**src/rtl/rt_ibex_rw_pkg.sv**
```systemverilog
// Shared definitions for the register-window spill/fill path: controller states,
// frame geometry and the EABI register offset map also used by the window file.
package rt_ibex_rw_pkg;

   typedef enum logic [2:0] {
      IDLE       = 3'd0,
      SPILL_REQ  = 3'd1,
      SPILL_WAIT = 3'd2,
      FILL_REQ   = 3'd3,
      FILL_WAIT  = 3'd4,
      DONE       = 3'd5
   } rw_spill_state_e;

   // Seven EABI registers followed by the saved mcause and mepc.
   localparam int unsigned WordsPerFrame = 9;

   function automatic logic [4:0] eabi_reg_addr(input logic [3:0] idx);
      case (idx)
         4'd0:    return 5'd1;
         4'd1:    return 5'd5;
         4'd2:    return 5'd10;
         4'd3:    return 5'd11;
         4'd4:    return 5'd12;
         4'd5:    return 5'd13;
         4'd6:    return 5'd15;
         default: return 5'd0;
      endcase
   endfunction

endpackage

```
**src/rtl/rt_ibex_window_spill_unit.sv**
```systemverilog
// Spill/fill controller: drains the top register window to a memory stack on
// nested interrupt entry when the window file is full, and refills it on return.
module rt_ibex_window_spill_unit
   import rt_ibex_rw_pkg::*;
#(
   parameter int unsigned DataWidth  = 32,
   parameter int unsigned WindowSize = 7,
   parameter logic [31:0] SpillBase  = 32'h0000_0000,
   parameter int unsigned SpillDepth = 8
) (
   input  logic                               clk_i,
   input  logic                               rst_ni,
   input  logic                               nest_req_i,
   input  logic                               unnest_req_i,
   output logic                               ack_o,
   output logic                               busy_o,
   output logic                               err_o,
   output logic [$clog2(SpillDepth+1)-1:0]    spill_depth_o,
   input  logic                               window_full_i,
   output logic                               increment_ptr_o,
   output logic                               decrement_ptr_o,
   output logic [4:0]                         rf_raddr_o,
   input  logic [DataWidth-1:0]               rf_rdata_i,
   output logic [4:0]                         rf_waddr_o,
   output logic [DataWidth-1:0]               rf_wdata_o,
   output logic                               rf_we_o,
   input  logic [31:0]                        aux_mcause_i,
   input  logic [31:0]                        aux_mepc_i,
   output logic [31:0]                        aux_mcause_o,
   output logic [31:0]                        aux_mepc_o,
   output logic                               aux_we_o,
   output logic                               data_req_o,
   input  logic                               data_gnt_i,
   input  logic                               data_rvalid_i,
   input  logic                               data_err_i,
   output logic                               data_we_o,
   output logic [3:0]                         data_be_o,
   output logic [31:0]                        data_addr_o,
   output logic [31:0]                        data_wdata_o,
   input  logic [31:0]                        data_rdata_i
);

   localparam int unsigned DepthW = $clog2(SpillDepth + 1);
   localparam logic [3:0]  LastIdx = 4'(WindowSize + 1);
   localparam logic [3:0]  CauseIdx = 4'(WindowSize);
   localparam logic [31:0] FrameWords = 32'(WindowSize + 2);
   localparam logic [DepthW-1:0] DepthMax = DepthW'(SpillDepth);

   rw_spill_state_e   state_q;
   logic [3:0]        idx_q;
   logic [DepthW-1:0] depth_q;
   logic [31:0]       mcause_q;

   logic              depth_full, nest_go, unnest_go, in_wait, fill_rsp, is_reg;
   logic [DepthW-1:0] frame;
   logic [31:0]       word_off;

   assign depth_full = (depth_q == DepthMax);
   assign nest_go    = (state_q == IDLE) && nest_req_i;
   assign unnest_go  = (state_q == IDLE) && !nest_req_i && unnest_req_i;
   assign in_wait    = (state_q == SPILL_WAIT) || (state_q == FILL_WAIT);
   assign fill_rsp   = (state_q == FILL_WAIT) && data_rvalid_i && !data_err_i;
   assign is_reg     = (idx_q < CauseIdx);

   // A fill reads back the most recently pushed frame, one below the current depth.
   assign frame    = (state_q == FILL_REQ) ? depth_q - DepthW'(1) : depth_q;
   assign word_off = 32'(frame) * FrameWords + 32'(idx_q);

   always_comb begin
      ack_o           = (state_q == DONE);
      busy_o          = (state_q != IDLE) && (state_q != DONE);
      increment_ptr_o = nest_go && !window_full_i;
      decrement_ptr_o = unnest_go && (depth_q == '0);
      err_o           = (nest_go && window_full_i && depth_full) ||
                        (in_wait && data_rvalid_i && data_err_i);
      data_req_o      = (state_q == SPILL_REQ) || (state_q == FILL_REQ);
      data_we_o       = (state_q == SPILL_REQ);
      data_be_o       = 4'hF;
      data_addr_o     = data_req_o ? SpillBase + (word_off << 2) : 32'h0;
      data_wdata_o    = 32'h0;
      rf_raddr_o      = 5'd0;
      if (state_q == SPILL_REQ) begin
         if (is_reg) begin
            rf_raddr_o   = eabi_reg_addr(idx_q);
            data_wdata_o = 32'(rf_rdata_i);
         end else if (idx_q == CauseIdx) begin
            data_wdata_o = aux_mcause_i;
         end else begin
            data_wdata_o = aux_mepc_i;
         end
      end
      rf_we_o      = fill_rsp && is_reg;
      rf_waddr_o   = rf_we_o ? eabi_reg_addr(idx_q) : 5'd0;
      rf_wdata_o   = rf_we_o ? DataWidth'(data_rdata_i) : '0;
      aux_we_o     = fill_rsp && (idx_q == LastIdx);
      aux_mcause_o = aux_we_o ? mcause_q : 32'h0;
      aux_mepc_o   = aux_we_o ? data_rdata_i : 32'h0;
   end

   assign spill_depth_o = depth_q;

   always_ff @(posedge clk_i or negedge rst_ni) begin
      if (!rst_ni) begin
         state_q  <= IDLE;
         idx_q    <= '0;
         depth_q  <= '0;
         mcause_q <= '0;
      end else begin
         case (state_q)
            IDLE: begin
               if (nest_req_i) begin
                  if (window_full_i && !depth_full) begin
                     idx_q   <= '0;
                     state_q <= SPILL_REQ;
                  end else begin
                     state_q <= DONE;
                  end
               end else if (unnest_req_i) begin
                  if (depth_q != '0) begin
                     idx_q   <= '0;
                     state_q <= FILL_REQ;
                  end else begin
                     state_q <= DONE;
                  end
               end
            end
            SPILL_REQ: if (data_gnt_i) state_q <= SPILL_WAIT;
            FILL_REQ:  if (data_gnt_i) state_q <= FILL_WAIT;
            SPILL_WAIT: begin
               if (data_rvalid_i) begin
                  if (data_err_i) begin
                     idx_q   <= '0;
                     state_q <= DONE;
                  end else if (idx_q == LastIdx) begin
                     idx_q   <= '0;
                     depth_q <= depth_q + DepthW'(1);
                     state_q <= DONE;
                  end else begin
                     idx_q   <= idx_q + 4'd1;
                     state_q <= SPILL_REQ;
                  end
               end
            end
            FILL_WAIT: begin
               if (data_rvalid_i) begin
                  if (data_err_i) begin
                     idx_q   <= '0;
                     state_q <= DONE;
                  end else if (idx_q == LastIdx) begin
                     idx_q   <= '0;
                     depth_q <= depth_q - DepthW'(1);
                     state_q <= DONE;
                  end else begin
                     // mepc arrives last and is forwarded directly; hold mcause until then.
                     if (idx_q == CauseIdx) mcause_q <= data_rdata_i;
                     idx_q   <= idx_q + 4'd1;
                     state_q <= FILL_REQ;
                  end
               end
            end
            DONE:    state_q <= IDLE;
            default: state_q <= IDLE;
         endcase
      end
   end

endmodule

```
**config.mk**
```make
export PLATFORM = sky130hd
export DESIGN_NAME = rt_ibex_window_spill_unit
export DESIGN_NICKNAME = d
export VERILOG_FILES = /design/src/rtl/rt_ibex_rw_pkg.sv /design/src/rtl/rt_ibex_window_spill_unit.sv
export SDC_FILE = /design/constraint.sdc
export NUM_CORES = 1
export LEC_CHECK = 0
export CAP_MARGIN = 20
export CELL_PAD_IN_SITES_DETAIL_PLACEMENT = 1
export CELL_PAD_IN_SITES_GLOBAL_PLACEMENT = 2
export CORE_AREA = 2 2 124 126
export DETAILED_ROUTE_END_ITERATION = 10
export DIE_AREA = 0 0 126 128
export DONT_BUFFER_PORTS = 1
export PLACE_DENSITY = 0.71
export SETUP_SLACK_MARGIN = 0.2
export SYNTH_ARGS = -nofsm -noshare
export SYNTH_HDL_FRONTEND = slang
export SYNTH_SLANG_ARGS = --single-unit
```
**constraint.sdc**
```tcl
create_clock -name clk_i -period 8 [get_ports clk_i]
set_input_delay 0 -clock clk_i [delete_from_list [all_inputs] [get_ports clk_i]]
set_output_delay 0 -clock clk_i [all_outputs]
set_load 0.005 [all_outputs]
```
### Word-level counts from Yosys, hierarchy flattened

Cells that the tools add are included.

| storage, ports and cells | value |
|---|---|
| register bits | 43 |
| input port bits | 136 |
| output and inout port bits | 187 |
| logic and storage cells | 113 |

| operators by class | value |
|---|---|
| $add $sub $neg | 4 |
| multipliers | 1 |
| $lt $le $gt $ge | 1 |
| equal/unequal tests | 27 |
| mux-type cells | 40 |
| bitwise gates (word level) | 2 |
| reductions and logical operators | 34 |

Operators with widths:

| operator | number |
|---|---|
| two-way mux 32 bit | 6 |
| two-way mux 4 bit | 15 |
| two-way mux 3 bit | 12 |
| case mux 4 bit (7 select lines) | 1 |
| == test 4 x 3 -> 1 bit, second input constant | 4 |
| case mux 4 bit (2 select lines) | 2 |
| logical AND 1 bit | 15 |
| case mux 3 bit (5 select lines) | 1 |
| AND reduction 5 bit | 3 |
| != test 2 bit, second input constant | 6 |
| two-way mux 11 bit | 1 |
| two-way mux 5 bit | 2 |
| adder 8 x 4 -> 9 bit | 1 |
| adder 4 x 1 -> 4 bit, second input constant | 2 |
| == test 4 x 2 -> 1 bit, second input constant | 2 |
| == test 4 bit, second input constant | 2 |
| zero test 4 bit | 2 |
| multiplier 4 x 4 -> 8 bit, second input constant | 1 |
| AND reduction 7 bit | 1 |
| == test 3 x 2 -> 1 bit, second input constant | 2 |
| == test 3 bit, second input constant | 2 |
| != test 2 x 1 -> 1 bit, second input constant | 3 |
| != test 3 x 2 -> 1 bit, second input constant | 2 |
| != test 3 bit, second input constant | 2 |
| other kinds (12) | 19 |

### Depth between registers and ports, before layout

Gate-level depths: netlist (run 1).

| depth | value |
|---|---|
| depth after elaboration | 6 |
| gate-level depth with buffers | 13 |

### Least setup slack after synthesis (run 1)

OpenSTA, ideal clock, no wires.

| path | value |
|---|---|
| path type | flip-flop to output port |
| from | reg state_q[2] |
| to | out data_addr_o[8] |
| data arrival time | 2.811 ns |
| slack | 5.189 ns |
| stages on the path, launching flop included | 14 |
| path through | dfrtp_1 buf_2 nand3b_1 nor4_1 xnor2_1 inv_1 ha_1 ha_1 ha_1 o21ai_0 o21bai_1 a21oi_1 xnor2_1 nor2_1 |

| on the way | value |
|---|---|
| word-level cells in the longest chain between the ends | 5 |
| elaborated cells on any way between the ends | 7 |
| classes of those cells | add/sub: 1; mul: 1; eq/ne: 2; mux: 2; reduce/logical: 1 |

RTL lines:

| what | RTL line | text |
|---|---|---|
| from (decl) | rt_ibex_window_spill_unit.sv:49 | `rw_spill_state_e state_q;` |
| from (signal assigned) | rt_ibex_window_spill_unit.sv:104 | `state_q <= IDLE;` |
| from (signal assigned) | rt_ibex_window_spill_unit.sv:114 | `state_q <= SPILL_REQ;` |
| from (signal assigned) | rt_ibex_window_spill_unit.sv:116 | `state_q <= DONE;` |
| == test 3 x 2 -> 1 bit | rt_ibex_window_spill_unit.sv:66, rt_ibex_window_spill_unit.sv:76 |  |
| two-way mux 4 bit | rt_ibex_window_spill_unit.sv:66 | `assign frame = (state_q == FILL_REQ) ? depth_q - DepthW'(1) : depth_q;` |
| multiplier 4 x 4 -> 8 bit | rt_ibex_window_spill_unit.sv:67 | `assign word_off = 32'(frame) * FrameWords + 32'(idx_q);` |
| adder 8 x 4 -> 9 bit | rt_ibex_window_spill_unit.sv:67 |  |
| two-way mux 11 bit (*) | rt_ibex_window_spill_unit.sv:79 | `data_addr_o = data_req_o ? SpillBase + (word_off << 2) : 32'h0;` |
| to (decl) | rt_ibex_window_spill_unit.sv:38 | `output logic [31:0] data_addr_o,` |

Mark *: on every way between the ends. The rest lies on a longest branch, timed or not.

### Worst setup path in the final report (run 1)

Ends and elaborated chain as after synthesis.

==> results_dict.tcl, run 1 <==
set metrics [dict create \
    grt.total_usage_pct 15.1 \
    synthTopCellsByArea "dfrtp_1 25%, and2_1 15%, mux2i_1 8.1%" \
    cts_tree "done" \
    synth-edff-count 0 \
    syn_area_per_cell_sq_um 8.45 \
    viasPerCell 5.02 \
    cap_violations 0 \
    diodes 0 \
    pwr-share-clk_pct 18.7 \
    stdcell_area_sq_um 4720 \
    fin_crit_ns 3.41 \
    fmax_ghz 0.294 \
    min_from "data_gnt_i" \
    slew_viol_final 0 \
    gp_congestion 0.772 \
    worst_pin_slew_ns 1.04 \
    first_pass_iters 4 \
    grt_max_degree 69 \
    worst-path-max-fanout 15 \
    antenna_found_initial 0 \
    clkTransAtPathRegs_ns 0.07 \
    via_count 3497 \
    rr_startpoint "idx_q[0]" \
    yosysSeqAreaShare_pct 25.5 \
    setup_viol 0 \
    fin_crit_sh_pct 42.6 \
    slew_headroom_pct 30.6 \
    cts.sinks 43 \
    synth-seq-cells 43 \
    wl_mm 13.3 \
    rsz0062_at_grt "false" \
    drive_above_1_share_pct 9.63 \
    fin_util_pct 31.8 \
    netlist_area_sq_um 4230 \
    powerDensity_nw_per_um2 231 \
    cts_setup_buffers 0 \
    critPathKind "reg -> out" \
    fp.coreArea_sq_um 14900 \
    h-tree-depth 2 \
    num_rows 45 \
    whs_ns 0.0233 \
    dieArea_sq_um 16100 \
    final_antenna_net_count 0 \
    grt_pass1_wl_mm 19.4 \
    ios 323 \
    globalRouteOverflowTotal 0 \
    synth_area_leader_cell "dfrtp_1" \
    drt_iter0_drc 92 \
    netlist_instances 500 \
    cp.arrival_ns 3.41 \
    comb_power_share_pct 53.8 \
    peakVddDrop_uv 116 \
    die_height_um 128 \
    seq_power_share_pct 27.5 \
    min_to "state_q[1]" \
    numCtsBuffers 5 \
    yosys_most_used_dff "dfrtp_1" \
    reg2reg_depth 7 \
    synth.distinct_cells 50 \
    syn_to_final_growth_pct 11.8 \
    port_buffers 0 \
    insertion_delay_ns 0.29 \
    hold_violations 0 \
    yosysTopAreaCellShare_pct 25.5 \
    timing.rr.end "mcause_q[23]" \
    setup_tns_ns 0 \
    cts_buffer_depth 2 \
    nNetsFinal 662 \
    dpl.hpwl_mm 10.0 \
    hp-class "in -> reg" \
    place_area_sq_um 4180 \
    status "completed" \
    multiInputGateArea_sq_um 2790 \
    die_w_um 126 \
    fillers 1753 \
    ctsRootBufferMaster "clkbuf_16" \
    ys_async_sr_fraction_pct 100 \
    switching_share_pct 47.1 \
    wire_per_inst_um 19.0 \
    internal-power_mw 0.577 \
    grt_pass1_vias 3393 \
    place_ws_ns 4.90 \
    setup_slack_ns 4.59 \
    start_kind "register" \
    min_path_cells 2 \
    final-seq-area_sq_um 1080 \
    drc 0 \
    fin_skew_ns 0.00651 \
    ff2ff_setup_slack_ns 5.55 \
    yosysWarnings 0 \
    switchingPower_mw 0.513 \
    cp.required_ns 8.00 \
    power_leakage_nw 2.31 \
    end_kind "output port" \
    start_util_pct 28.4 \
]
-- stage by stage --
step,cells,power [mW]
final,697,1.09
after global routing,697,1.19
after CTS,696,1.10
after detailed placement,652,0.864
after global placement,652,0.842
after floorplan,528,0.758
-- synth_stat cells (2+ instances only) --
| cell | instances |
|---|---|
| and2_1 | 99 |
| nor2_1 | 52 |
| dfrtp_1 | 43 |
| a211oi_1 | 34 |
| mux2i_1 | 34 |
| buf_4 | 31 |
| mux2_2 | 27 |
| clkbuf_1 | 17 |
| ha_1 | 17 |
| inv_1 | 15 |
| nor3_1 | 14 |
| nand2_1 | 10 |
| buf_2 | 9 |
| o21ai_0 | 9 |
| xnor2_1 | 8 |
| a21oi_1 | 7 |
| mux2_1 | 7 |
| nor2b_1 | 6 |
| nand3_1 | 5 |
| buf_6 | 4 |
| clkbuf_2 | 4 |
| nor4_1 | 4 |
| a21o_1 | 3 |
| nand3b_1 | 3 |
| o21bai_1 | 3 |
| a31oi_1 | 2 |
| and4_1 | 2 |
| buf_1 | 2 |
| conb_1 | 2 |
| nand2b_1 | 2 |
| nor2_2 | 2 |
| o21a_1 | 2 |
| o22ai_1 | 2 |
| or2_1 | 2 |
| xor2_1 | 2 |
-- how the worst max path moves through the flow --
| stage | cells after the start | startpoint | slack [ns] | to |
|---|---|---|---|---|
| 2_1_floorplan | 13 | state_q[2] | 5.19 | data_addr_o[8] |
| 3_3_place_gp | 12 | state_q[2] | 4.97 | data_addr_o[8] |
| 3_5_place_dp | 12 | state_q[2] | 4.90 | data_addr_o[8] |
| 4_1_cts | 12 | state_q[2] | 4.55 | data_addr_o[8] |
| 5_1_grt | 12 | state_q[2] | 4.34 | data_addr_o[8] |
| 6_report | 12 | state_q[2] | 4.59 | data_addr_o[8] |
-- critical path: stages (launching register included) --
cell and delay [ns]:
dfrtp_1 0.52, nand3b_1 0.32, nor4_1 0.30, xnor2_1 0.24, inv_1 0.08, ha_1 0.30, ha_1 0.29, ha_1 0.34
o21ai_0 0.22, o21bai_1 0.10, a21oi_1 0.18, xnor2_1 0.09, nor2_1 0.13
-- state kept, by name (all words and copies together), names as in the netlist --
signal / flops
idx_q: 4
mcause_q: 32
spill_depth_o: 4
state_q: 3
-- power groups by stage --
stage | Sequential (mW) | Combinational, mW | Clock, mW
detailed placement | 0.304 | 0.560 | 0
finish | 0.300 | 0.587 | 0.204
global route | 0.307 | 0.659 | 0.222
global placement | 0.302 | 0.540 | 0
floorplan | 0.266 | 0.493 | 0
CTS | 0.300 | 0.586 | 0.215
-- cell type report --
cell class | count | share of cell area, %
timing repair buffer | 40 | 8.90
tap | 188 | 4.98
multi-input combinational | 402 | 59.1
clock inverter | 2 | 0.265
inverter | 16 | 1.27
clock buffer | 6 | 2.73
sequential | 43 | 22.8
-- routing by layer --
layer / track usage [%] / part of all wire, % / vias up
met5: 0 / 0 / -
met4: 3.49 / 0.86 / 0
met3: 3.38 / 6.1 / 8
met2: 27.1 / 51 / 152
met1: 18.5 / 42 / 1679
li1: - / - / 1658
-- cells by family (layout without fill, tap and decap cells) --
family          count (synthesis)  count (layout)  synth area share (%)
buf+inv                        83              64                  11.2
mux                            68              68                  17.1
xor+xnor                       10              10                  2.07
flops                          43              43                  25.5
other cells                     2              30                 0.178
simple gates                  208             208                  27.3
compound gates                 68              68                  11.2
fa+ha+maj                      18              18                  5.51
-- cells in the final DEF (no fill, tap or decap), types with 3 or more instances in the layout --
| master | synthesis | layout |
|---|---|---|
| a211oi_1 | 34 | 34 |
| a21oi_1 | 7 | 7 |
| and2_1 | 99 | 99 |
| buf_4 | 31 | 3 |
| clkbuf_16 | 0 | 5 |
| conb_1 | 2 | 30 |
| dfrtp_1 | 43 | 43 |
| dlygate4sd3_1 | 0 | 35 |
| ha_1 | 17 | 17 |
| inv_1 | 15 | 15 |
| mux2_1 | 7 | 7 |
| mux2_2 | 27 | 27 |
| mux2i_1 | 34 | 34 |
| nand2_1 | 10 | 10 |
| nand3_1 | 5 | 5 |
| nand3b_1 | 3 | 3 |
| nor2_1 | 52 | 51 |
| nor2b_1 | 6 | 6 |
| nor3_1 | 14 | 14 |
| nor4_1 | 4 | 4 |
| o21ai_0 | 9 | 9 |
| o21bai_1 | 3 | 3 |
| xnor2_1 | 8 | 8 |
-- timing repair --
item | CTS | global route
gates resized for setup | 0 | 0
hold buffers | 36 | 0
hold endpoints to repair | 78 | 0
Power figures use the tool's default switching activity.
==> inputs of run 2 (changes only) <==
- CORE_AREA: 2 2 124 126 -> 2 2 127 129
- DIE_AREA: 0 0 126 128 -> 0 0 129 131
- PLACE_DENSITY: 0.71 -> 0.68
- clock period: 8 -> 3.44 ns (I/O delays scaled with it)
==> run 2 against run 1 <==
Effect of this change: via count is 2.5% higher; cell area increased by 2.5%; sequential share of layout area down 0.51 points; highest routed layer unchanged; count of clock-buffer cells in the layout is 1 lower; total power grew 150%; clock power rose to 2.8 times the previous value; first-iteration DRC count is 43% higher; hold slack better by 0.016 ns; die area rose by 4.8%.
==> results_dict.tcl, run 2 (same netlist as run 1, synthesis figures left out) <==
set metrics [dict create \
    largest_reg_flops 32 \
    ff2ff_setup_slack_ns 0.99 \
    setup_viol 0 \
    clkTransAtPathRegs_ns 0.07 \
    grt_pass1_wl_mm 18.6 \
    wire_per_inst_um 18.2 \
    wl_mm 13.3 \
    cap_violations 0 \
    place_ws_ns 0.462 \
    fp.coreArea_sq_um 15600 \
    rr_startpoint "idx_q[0]" \
    grt.total_usage_pct 14.3 \
    peakVddDrop_uv 336 \
    mostFrequentLayoutCells "99 x and2_1, 51 x nor2_1, 41 x dfrtp_1, 35 x dlygate4sd3_1, 34 x mux2i_1" \
    die_height_um 131 \
    antenna_found_initial 0 \
    drt_iter0_drc 132 \
    worst_pin_slew_ns 1.05 \
    drc 0 \
    layout.cells.non_filler 730 \
    num_rows 46 \
    end_kind "output port" \
    timing.rr.end "mcause_q[14]" \
    setup_slack_ns 0.443 \
    gp_congestion 0.745 \
    nNetsFinal 667 \
    dieArea_sq_um 16900 \
    startpoint "spill_depth_o[0]" \
    numCtsBuffers 5 \
    endpoint "data_addr_o[8]" \
    max_stage_delay_ns 0.48 \
    cp.depth 11 \
    whs_ns 0.0396 \
    port_buffers 0 \
    cts_buffer_depth 2 \
    fin_crit_ns 3.00 \
    ios 323 \
    cp_common_cell "ha_1" \
    viasPerCell 4.91 \
    powerDensity_nw_per_um2 556 \
    cp.arrival_ns 3.00 \
    cts.sinks 43 \
    final_common_cell "and2_1" \
    fin_crit_sh_pct 87.1 \
    dpl.hpwl_mm 10.0 \
    final_antenna_net_count 0 \
    ctsRootBufferMaster "clkbuf_16" \
    power.total_mw 2.69 \
    crit_family "adder cells" \
    cp.required_ns 3.44 \
    setup_tns_ns 0 \
    min_path_cells 1 \
    power_leakage_nw 2.35 \
    min_from "window_full_i" \
    rsz0062_at_grt "false" \
    cpMaxStageDelayCell "dfrtp_2" \
    stdcell_area_sq_um 4840 \
    syn_to_final_growth_pct 14.6 \
    slew_viol_final 0 \
    globalRouteOverflowTotal 0 \
    die_w_um 129 \
    h-tree-depth 2 \
    hold_violations 0 \
    grt_pass1_vias 3415 \
    top_register "mcause_q" \
    status "completed" \
    hp-class "in -> out" \
    cts_tree "done" \
    place_area_sq_um 4260 \
    grt_max_degree 68 \
    cp_num_buf_inv 1 \
    dpl.cell_count 685 \
    first_pass_iters 4 \
    crit_chain "nor4_4 > xnor2_2 > inv_1 > ha_1 > ha_1 > ha_1 > o21ai_1 > o21bai_1 > a21oi_1 > xnor2_1 > nor2_1" \
    via_count 3583 \
    diodes 0 \
    fin_util_pct 31.1 \
    start_kind "register" \
    critPathKind "reg -> out" \
    start_util_pct 27.1 \
    drive_above_1_share_pct 11.7 \
    worst-path-max-fanout 7 \
    reg2reg_depth 7 \
    slew_headroom_pct 30.0 \
    fin_skew_ns 0.00708 \
    fmax_ghz 0.334 \
    insertion_delay_ns 0.29 \
]
## run 2: changes by cell type in the layout (fill, tap and decap cells not counted), sizes merged
cell and change:
clkinv -1, bufinv +1, clkbuf -1, inv +1, buf +5
## run 2: worst min-delay path by stage
stage,to
floorplan,idx_q[0]
detailed placement,spill_depth_o[3]
finish,increment_ptr_o
global placement,spill_depth_o[3]
global route,increment_ptr_o
CTS,idx_q[2]
## run 2: layer usage
metal / vias up / GRT usage (%) / wire length (um)
met5: - / 0 / 0
met4: 0 / 3.52 / 123
met3: 7 / 3.71 / 906
met2: 163 / 23.6 / 6460
met1: 1740 / 18.7 / 5800
li1: 1673 / - / -
## run 2: area by class of cell
type / instances / area (sq um)
clock buffers: 5 / 125
clock inverters: 3 / 46.3
fillers: 1844 / 10800
inverters: 16 / 60.1
multi-input cells: 402 / 2820
flip-flops and latches: 43 / 1080
well taps: 216 / 270
repair buffers: 45 / 445
## run 2: worst reg2reg max path, delay by kind of cell (launching register included)
kind | cells | cell delay (ns)
muxes | 1 | 0.43
DFF | 1 | 0.47
buffers and inverters | 2 | 0.49
adders and majority gates | 1 | 0.27
and+or+nand+nor | 3 | 0.68
## run 2: what timing repair did
action / in CTS / in global routing
gates resized for setup: 2 / 6
setup endpoints to repair: 1 / 4
buffers inserted: 0 / 1
hold endpoints to repair: 78 / 0
hold buffers: 36 / 0
## run 2: power breakdown
group          switching [mW]  internal [mW]  total (mW)
Clock                   0.219          0.345       0.564
Combinational           0.932          0.544        1.48
Sequential             0.0943          0.557       0.652
